[src/rtl/gap_classifier.sv]
// gap_classifier: measures the run of spaces between two markers on a
// qualified serial stream and reports the gap length as a registered code.
//
// Ports
//   Clk   : clock, all state updates on the rising edge
//   Rst   : synchronous active-high reset
//   b     : serial data sample
//   en    : sample qualifier, b is consumed only when en=1
//   pol   : marker polarity (marker is b==pol), sampled only while idle
//   o     : gap code, count below MAX_GAP or all-ones when saturated
//   valid : one-cycle strobe qualifying o and sat
//   sat   : gap reached MAX_GAP (0 whenever valid=0)
module gap_classifier #(
  parameter int unsigned GAP_W   = 3,
  parameter int unsigned MAX_GAP = 4,
  parameter int unsigned CHAIN   = 0
) (
  input  logic             Clk,
  input  logic             Rst,
  input  logic             b,
  input  logic             en,
  input  logic             pol,
  output logic [GAP_W-1:0] o,
  output logic             valid,
  output logic             sat
);

  typedef enum logic [1:0] {
    IDLE   = 2'd0,
    MARK   = 2'd1,
    GAP    = 2'd2,
    REPORT = 2'd3
  } state_e;

  localparam logic [GAP_W-1:0] MaxCnt = GAP_W'(MAX_GAP);

  state_e           state_q, state_d;
  logic [GAP_W-1:0] cnt_q, cnt_d;
  logic             pol_q, pol_d;
  logic [GAP_W-1:0] o_q, o_d;
  logic             valid_q, valid_d;
  logic             sat_q, sat_d;
  logic             marker_c;

  // Idle uses the live polarity; an open measurement uses the latched one.
  always_comb begin
    marker_c = (state_q == IDLE) ? (b == pol) : (b == pol_q);
  end

  // Next-state, counter and report generation.
  always_comb begin
    state_d = state_q;
    cnt_d   = cnt_q;
    pol_d   = pol_q;
    o_d     = '0;
    valid_d = 1'b0;
    sat_d   = 1'b0;

    if (en) begin
      unique case (state_q)
        IDLE: begin
          if (marker_c) begin
            state_d = MARK;
            pol_d   = pol;
          end
        end
        MARK: begin
          if (!marker_c) begin
            state_d = GAP;
            cnt_d   = GAP_W'(1);
          end
        end
        GAP: begin
          if (marker_c) begin
            state_d = REPORT;
            valid_d = 1'b1;
            sat_d   = (cnt_q == MaxCnt);
            o_d     = (cnt_q < MaxCnt) ? cnt_q : '1;
          end else if (cnt_q < MaxCnt) begin
            // Saturate so long space runs never wrap.
            cnt_d = cnt_q + GAP_W'(1);
          end
        end
        REPORT: begin
          if (marker_c) begin
            state_d = MARK;
          end else if (CHAIN != 0) begin
            // Closing marker doubles as the opening marker of the next gap.
            state_d = GAP;
            cnt_d   = GAP_W'(1);
          end else begin
            state_d = IDLE;
          end
        end
        default: state_d = IDLE;
      endcase
    end
  end

  // State and output registers.
  always_ff @(posedge Clk) begin
    if (Rst) begin
      state_q <= IDLE;
      cnt_q   <= '0;
      pol_q   <= 1'b1;
      o_q     <= '0;
      valid_q <= 1'b0;
      sat_q   <= 1'b0;
    end else begin
      state_q <= state_d;
      cnt_q   <= cnt_d;
      pol_q   <= pol_d;
      o_q     <= o_d;
      valid_q <= valid_d;
      sat_q   <= sat_d;
    end
  end

  assign o     = o_q;
  assign valid = valid_q;
  assign sat   = sat_q;

endmodule

[config.mk]
export PLATFORM = sky130hd
export DESIGN_NAME = gap_classifier
export DESIGN_NICKNAME = d
export VERILOG_FILES = /design/src/rtl/gap_classifier.sv
export SDC_FILE = /design/constraint.sdc
export NUM_CORES = 1
export LEC_CHECK = 0
export BUFFER_PORTS_ARGS = -buffer_cell sky130_fd_sc_hd__buf_2
export CORE_ASPECT_RATIO = 0.75
export CORE_UTILIZATION = 35
export CTS_CLUSTER_DIAMETER = 50
export DETAILED_ROUTE_END_ITERATION = 7
export PLACE_DENSITY = 0.6
export SETUP_SLACK_MARGIN = 0.1
export SYNTH_ARGS = -nofsm -noshare
export SYNTH_HDL_FRONTEND = slang
export SYNTH_SLANG_ARGS = --single-unit
export TNS_END_PERCENT = 10
[constraint.sdc]
create_clock -name Clk -period 1.95 [get_ports Clk]
set_input_delay 0 -clock Clk [delete_from_list [all_inputs] [get_ports Clk]]
set_output_delay 0 -clock Clk [all_outputs]
set_load 0.03 [all_outputs]
==> results of run 1 <==
==> worst paths after layout <==
kind,start,to,slack (ps)
worst min-delay path,pol,pol_q$_SDFFE_PP1P_,10
worst max-delay path,state_q[1]$_SDFFE_PP0P_,cnt_q[2]$_SDFFE_PP0P_,160
worst max register to register,state_q[1]$_SDFFE_PP0P_,cnt_q[2]$_SDFFE_PP0P_,160
worst min register to register,cnt_q[1]$_SDFFE_PP0P_,o[1]$_SDFF_PP0_,520
==> cell families (layout without fill, tap and decap cells) <==
logic type / Yosys count / count (layout) / share of synthesized area, %
XOR/XNOR: 2 / 2 / 2.78
AND/OR/NAND/NOR: 24 / 24 / 21.0
buffers and inverters: 9 / 24 / 5.55
AO/OA/AOI/OAI: 12 / 12 / 16.3
multiplexers: 4 / 4 / 7.54
flip-flops: 11 / 11 / 34.9
adder cells (fa/ha/maj): 6 / 6 / 11.9
==> power by group <==
part	internal, mW	total [mW]	switching (mW)
Sequential	0.242	0.260	0.0180
Clock	0.0793	0.155	0.0754
Combinational	0.132	0.281	0.150
Total	0.453	0.696	0.243
==> metal layers <==
metal,part of all wire (%),global-route usage [%]
met1,50,18.3
met2,45,25.7
met3,4.9,6.27
met4,0,4.17
met5,0,0
==> sequential cells by signal, summed over array words and instances (netlist names) <==
| name | cells |
|---|---|
| pol_q | 1 |
| o | 3 |
| state_q | 2 |
| cnt_q | 3 |
| valid | 1 |
| sat | 1 |
==> worst max-delay path, cell delays in order, from the launching register on <==
cell	delay, ps
dfxtp_1	310
inv_1	130
ha_4	190
mux2i_4	330
mux2i_4	350
a21oi_1	120
a2111oi_2	260
==> repair_timing <==
| item | CTS | global route |
|---|---|---|
| hold buffers | 0 | 0 |
| buffers inserted | 1 | 1 |
| gates resized for setup | 5 | 1 |
| setup endpoints to repair | 4 | 2 |
==> stage by stage <==
| stage | hold WS [ps] | area, sq um | total power, mW |
|---|---|---|---|
| floorplan | 146 | 631 | 0.429 |
| global placement | 269 | 708 | 0.483 |
| detailed placement | 263 | 708 | 0.481 |
| CTS | 6.92 | 779 | 0.690 |
| global route | 21.6 | 787 | 0.739 |
| finish | 10.0 | 787 | 0.696 |
==> cell usage after synthesis (all sizes together), types with 3 or more instances <==
cell type	count
dfxtp	11
nand2	6
a21oi	3
inv	7
mux2i	4
nand2b	3
ha	6
nor2	8
==> layout make-up <==
cell class	instances	area (sq um)	area share (%)
multi-input cells	48	413	52.5
inverters	7	26.3	3.34
clock buffers	4	26.3	3.34
flip-flops and latches	11	220	28.0
well taps	21	26.3	3.34
repair buffers	13	75.1	9.54
==> flow_summary.yaml, run 1 <==
setup_path:
  crit_fanout: 5
  arrival_ps: 1960
  endpoint_kind: "flop"
  start_kind: "flop"
  path_class: "flop to flop"
  rr_worst_depth: 6
  worstPathRequired_ps: 2120
finish:
  drive_gt1_share_pct: 31.3
  finalNonFillerCells: 104
  diodes: 0
  fin_nets: 95
  post-route-util_pct: 49.9
  fill_cells: 152
  areaGrowthSynthToFinish_pct: 24.8
  final_cell_mix: "11 x dfxtp_1, 9 x buf_2, 8 x nor2_1"
  final_common_cell: "dfxtp_1"
timing:
  setup_viol: 0
  clock.fmax_ghz: 0.560
  drv_slew: 0
  fin_crit_sh_pct: 91.6
  fin_setup_tns_ps: 0
  tightestPinTransition_ps: 314
  min_period_ps: 1790
  slew_headroom_pct: 78.4
  grt_setup_unrepaired: "false"
  hold_viol: 0
  setup_ws_ps: 164
  clock_skew_ps: 3.09
routing:
  route.detailed.drc: 0
  wire_per_inst_microns: 12.3
  vias: 504
  drt_wl_total_mm: 1.28
  drtAntennaViolNets: 0
  first_iter_violations: 11
  first_pass_iters: 4
  via_per_inst: 4.85
clocking:
  cts_inserted_buffers: 3
  clk_latency_ps: 270
  cts-root-buf: "clkbuf_4"
  tritoncts: "built"
  clock_path_buffers: 2
  path_clk_slew_ps: 70
  cts_max_level: 1
  cts_sinks: 11
power:
  p_leak_nw: 0.317
  p_per_area_nw_per_um2: 884
  irDropWorstVdd_mv: 0.438
global_routing:
  grt_max_degree: 12
  first_global_vias: 469
  track_usage_pct: 15.4
  grt_overflow: 0
  grt_pass1_wl_mm: 2.08
  antenna_found_initial: 0
logic_synthesis:
  synth-seq-cells: 11
  synthCells: 68
  synth_top_cell_by_area: "dfxtp_1"
  async_reset_ff_share_pct: 0
  synth_cell_types: 29
  syn_avg_cell_area_sq_um: 9.27
  synth_fp_nets: 79
  ys_seq_area_share_pct: 34.9
  yosysWarnings: 0
  synth_edf_count: 0
  synth-main-ff-cell: "dfxtp_1"
  synth_top_cells_by_area: "dfxtp_1 35%, ha_1 12%, nor2_1 4.8%"
  yosysTopAreaCellShare_pct: 34.9
  synth_area_sq_um: 631
min_path:
  timing.hold.worst.class: "input port to flop"
  holdPathStages: 2
floorplanning:
  dieArea_sq_um: 1980
  die_h_microns: 38.8
  core_sq_um: 1580
  start_util_pct: 40.0
  die_x_microns: 51.0
  num_rows: 12
  io_pins: 10
place:
  gp_congestion: 0.701
  dpl.hpwl_microns: 886
  portBuffers: 9
  dp_cells: 98
  place_ws_ps: 9.76
run:
  cap_violations: 0
status:
  outcome: "finished clean"
Power figures use the tool's default switching activity.
==> inputs of run 2 (changes only) <==
--- a/config.mk
+++ b/config.mk
@@ -10,7 +10,7 @@
 export CORE_UTILIZATION = 35
 export CTS_CLUSTER_DIAMETER = 50
 export DETAILED_ROUTE_END_ITERATION = 7
-export PLACE_DENSITY = 0.6
+export PLACE_DENSITY = 0.52
 export SETUP_SLACK_MARGIN = 0.1
 export SYNTH_ARGS = -nofsm -noshare
 export SYNTH_HDL_FRONTEND = slang
==> constraint.sdc (replaced) <==
create_clock -name Clk -period 2.1 [get_ports Clk]
set_input_delay 0 -clock Clk [delete_from_list [all_inputs] [get_ports Clk]]
set_output_delay 0 -clock Clk [all_outputs]
set_load 0.03 [all_outputs]
==> run 2 against run 1 <==
Net effect:
- combinational power is 17% lower
- sequential power fell by 7%
- global-route usage is 0.41 points lower
- die area stayed put
- wire length fell by 6.5%
- sequential share of layout area is 0.54 points higher
- utilization shrank 0.95 points
- largest power group is now sequential cells
- highest routed layer is now met4
==> flow_summary.yaml, run 2 (synthesized netlist as in run 1, its figures left out) <==
timing:
  slew_headroom_pct: 77.3
  fin_setup_tns_ps: 0
  clock.fmax_ghz: 0.537
  clock_skew_ps: 3.37
  grt_setup_unrepaired: "false"
  tightestPinTransition_ps: 331
  setup_ws_ps: 238
  min_period_ps: 1860
  fin_crit_sh_pct: 88.6
  drv_slew: 0
  hold_viol: 0
  setup_viol: 0
setup_path:
  endpoint_kind: "flop"
  crit_fanout: 5
  reg2reg_from: "state_q[0]$_SDFFE_PP0P_"
  reg2reg_slack_ps: 240
  path_class: "flop to flop"
  rr_worst_depth: 6
  slowest_stage: "mux2i_4"
  worstPathRequired_ps: 2270
  arrival_ps: 2030
  cp_slowest_stage_delay_ps: 350
  start_kind: "flop"
  cpMostUsedCell: "mux2i_4"
  crit_chain: "inv_1 > ha_2 > mux2i_4 > mux2i_4 > a21oi_1 > a2111oi_2"
  reg2reg_to: "cnt_q[2]$_SDFFE_PP0P_"
finish:
  final_common_cell: "dfxtp_1"
  drive_gt1_share_pct: 28.0
  final_cell_mix: "11 x dfxtp_1, 9 x buf_2, 8 x nor2_1"
  fin_nets: 94
  diodes: 0
  areaGrowthSynthToFinish_pct: 22.4
routing:
  first_iter_violations: 7
  dr_wl_met2_microns: 470
  drt-met1-wl_microns: 671
  wire_per_inst_microns: 11.7
  top_layer_used: "met4"
  drt_wl_total_mm: 1.20
  vias: 488
  wl_met3_microns: 46
  first_pass_iters: 4
  via_per_inst: 4.74
  route.detailed.drc: 0
  drtAntennaViolNets: 0
floorplanning:
  die_h_microns: 38.8
  die_x_microns: 51.0
  core_sq_um: 1580
  num_rows: 12
  dieArea_sq_um: 1980
  start_util_pct: 40.0
  io_pins: 10
status:
  outcome: "finished clean"
clocking:
  path_clk_slew_ps: 70
  clock_path_buffers: 2
  cts_sinks: 11
  tritoncts: "built"
  cts_max_level: 1
  clk_latency_ps: 260
  cts-root-buf: "clkbuf_4"
  cts_inserted_buffers: 3
place:
  gp_congestion: 0.820
  place_ws_ps: 148
  portBuffers: 9
  dpl.hpwl_microns: 857
min_path:
  timing.hold.worst.class: "input port to flop"
  min_delay_worst_endpoint: "cnt_q[0]$_SDFFE_PP0P_"
  hp-start: "Rst"
  holdPathStages: 2
power:
  p_leak_nw: 0.308
  irDropWorstVdd_mv: 0.366
  p_per_area_nw_per_um2: 795
global_routing:
  grt_max_degree: 12
  first_global_vias: 439
  grt_overflow: 0
  grt_pass1_wl_mm: 2.02
  track_usage_pct: 15.0
  antenna_found_initial: 0
run:
  cap_violations: 0
run 2: cell types whose count changed in the layout (fill, tap and decap cells not counted):
cell	before	now
ha_2	0	1
inv_1	6	7
inv_2	1	0
buf_4	4	2
dlygate4sd3_1	0	1
ha_4	1	0
run 2: cell type report:
class,count,area (sq um)
Clock buffer,4,26.3
Tap cell,21,26.3
Sequential cell,11,220
Multi-Input combinational cell,48,403
Timing Repair Buffer,12,70.1
Fill cell,167,805
Inverter,7,26.3
run 2: worst max-delay path, delay by kind of cell (launching register included):
family | cells | cell delay, ps
AO/OA/AOI/OAI | 2 | 380
adder cells (fa/ha/maj) | 1 | 260
buffers and inverters | 1 | 110
flip-flops | 1 | 330
multiplexers | 2 | 690
run 2: what timing repair did:
action                                  in CTS  in global routing
endpoints found under the hold margin        1                  0
setup buffers                                0                  1
resized for setup                            0                  4
endpoints found under the setup margin       0                  8
hold buffers                                 1                  0
run 2: worst max-delay path by stage:
stage / startpoint / to / slack [ps] / depth (start not counted)
6_report: state_q[0]$_SDFFE_PP0P_ / cnt_q[2]$_SDFFE_PP0P_ / 240 / 6
5_1_grt: state_q[0]$_SDFFE_PP0P_ / cnt_q[2]$_SDFFE_PP0P_ / 110 / 6
4_1_cts: state_q[0]$_SDFFE_PP0P_ / cnt_q[2]$_SDFFE_PP0P_ / 120 / 6
3_5_place_dp: state_q[0]$_SDFFE_PP0P_ / cnt_q[2]$_SDFFE_PP0P_ / 150 / 6
3_3_place_gp: state_q[0]$_SDFFE_PP0P_ / cnt_q[2]$_SDFFE_PP0P_ / 150 / 6
2_1_floorplan: state_q[0]$_SDFFE_PP0P_ / cnt_q[2]$_SDFFE_PP0P_ / 330 / 6
run 2: where the power goes:
| part | internal, mW | leakage (nW) | switching [mW] |
|---|---|---|---|
| clock network | 0.0735 | 0.0150 | 0.0677 |
| registers | 0.225 | 0.0890 | 0.0161 |
| logic | 0.105 | 0.204 | 0.127 |
| total | 0.403 | 0.308 | 0.211 |
run 2: stage by stage:
stage          cells  hold WS [ps]  util [%]  total power [mW]  area, sq um
4_1_cts          102          39.9      46.7             0.589          737
3_5_place_dp      97           270      44.4             0.442          701
3_3_place_gp      97           270      44.4             0.446          701
2_1_floorplan     68           146         -             0.398          631
5_1_grt          103          60.9      49.0             0.666          772
6_report         103          50.9      49.0             0.614          772
run 2: per-layer routing:
layer | up-vias | track usage [%]
met2 | 7 | 21.1
met1 | 215 | 19.3
met3 | 2 | 7.06
met5 | - | 0
li1 | 264 | -
met4 | 0 | 6.25
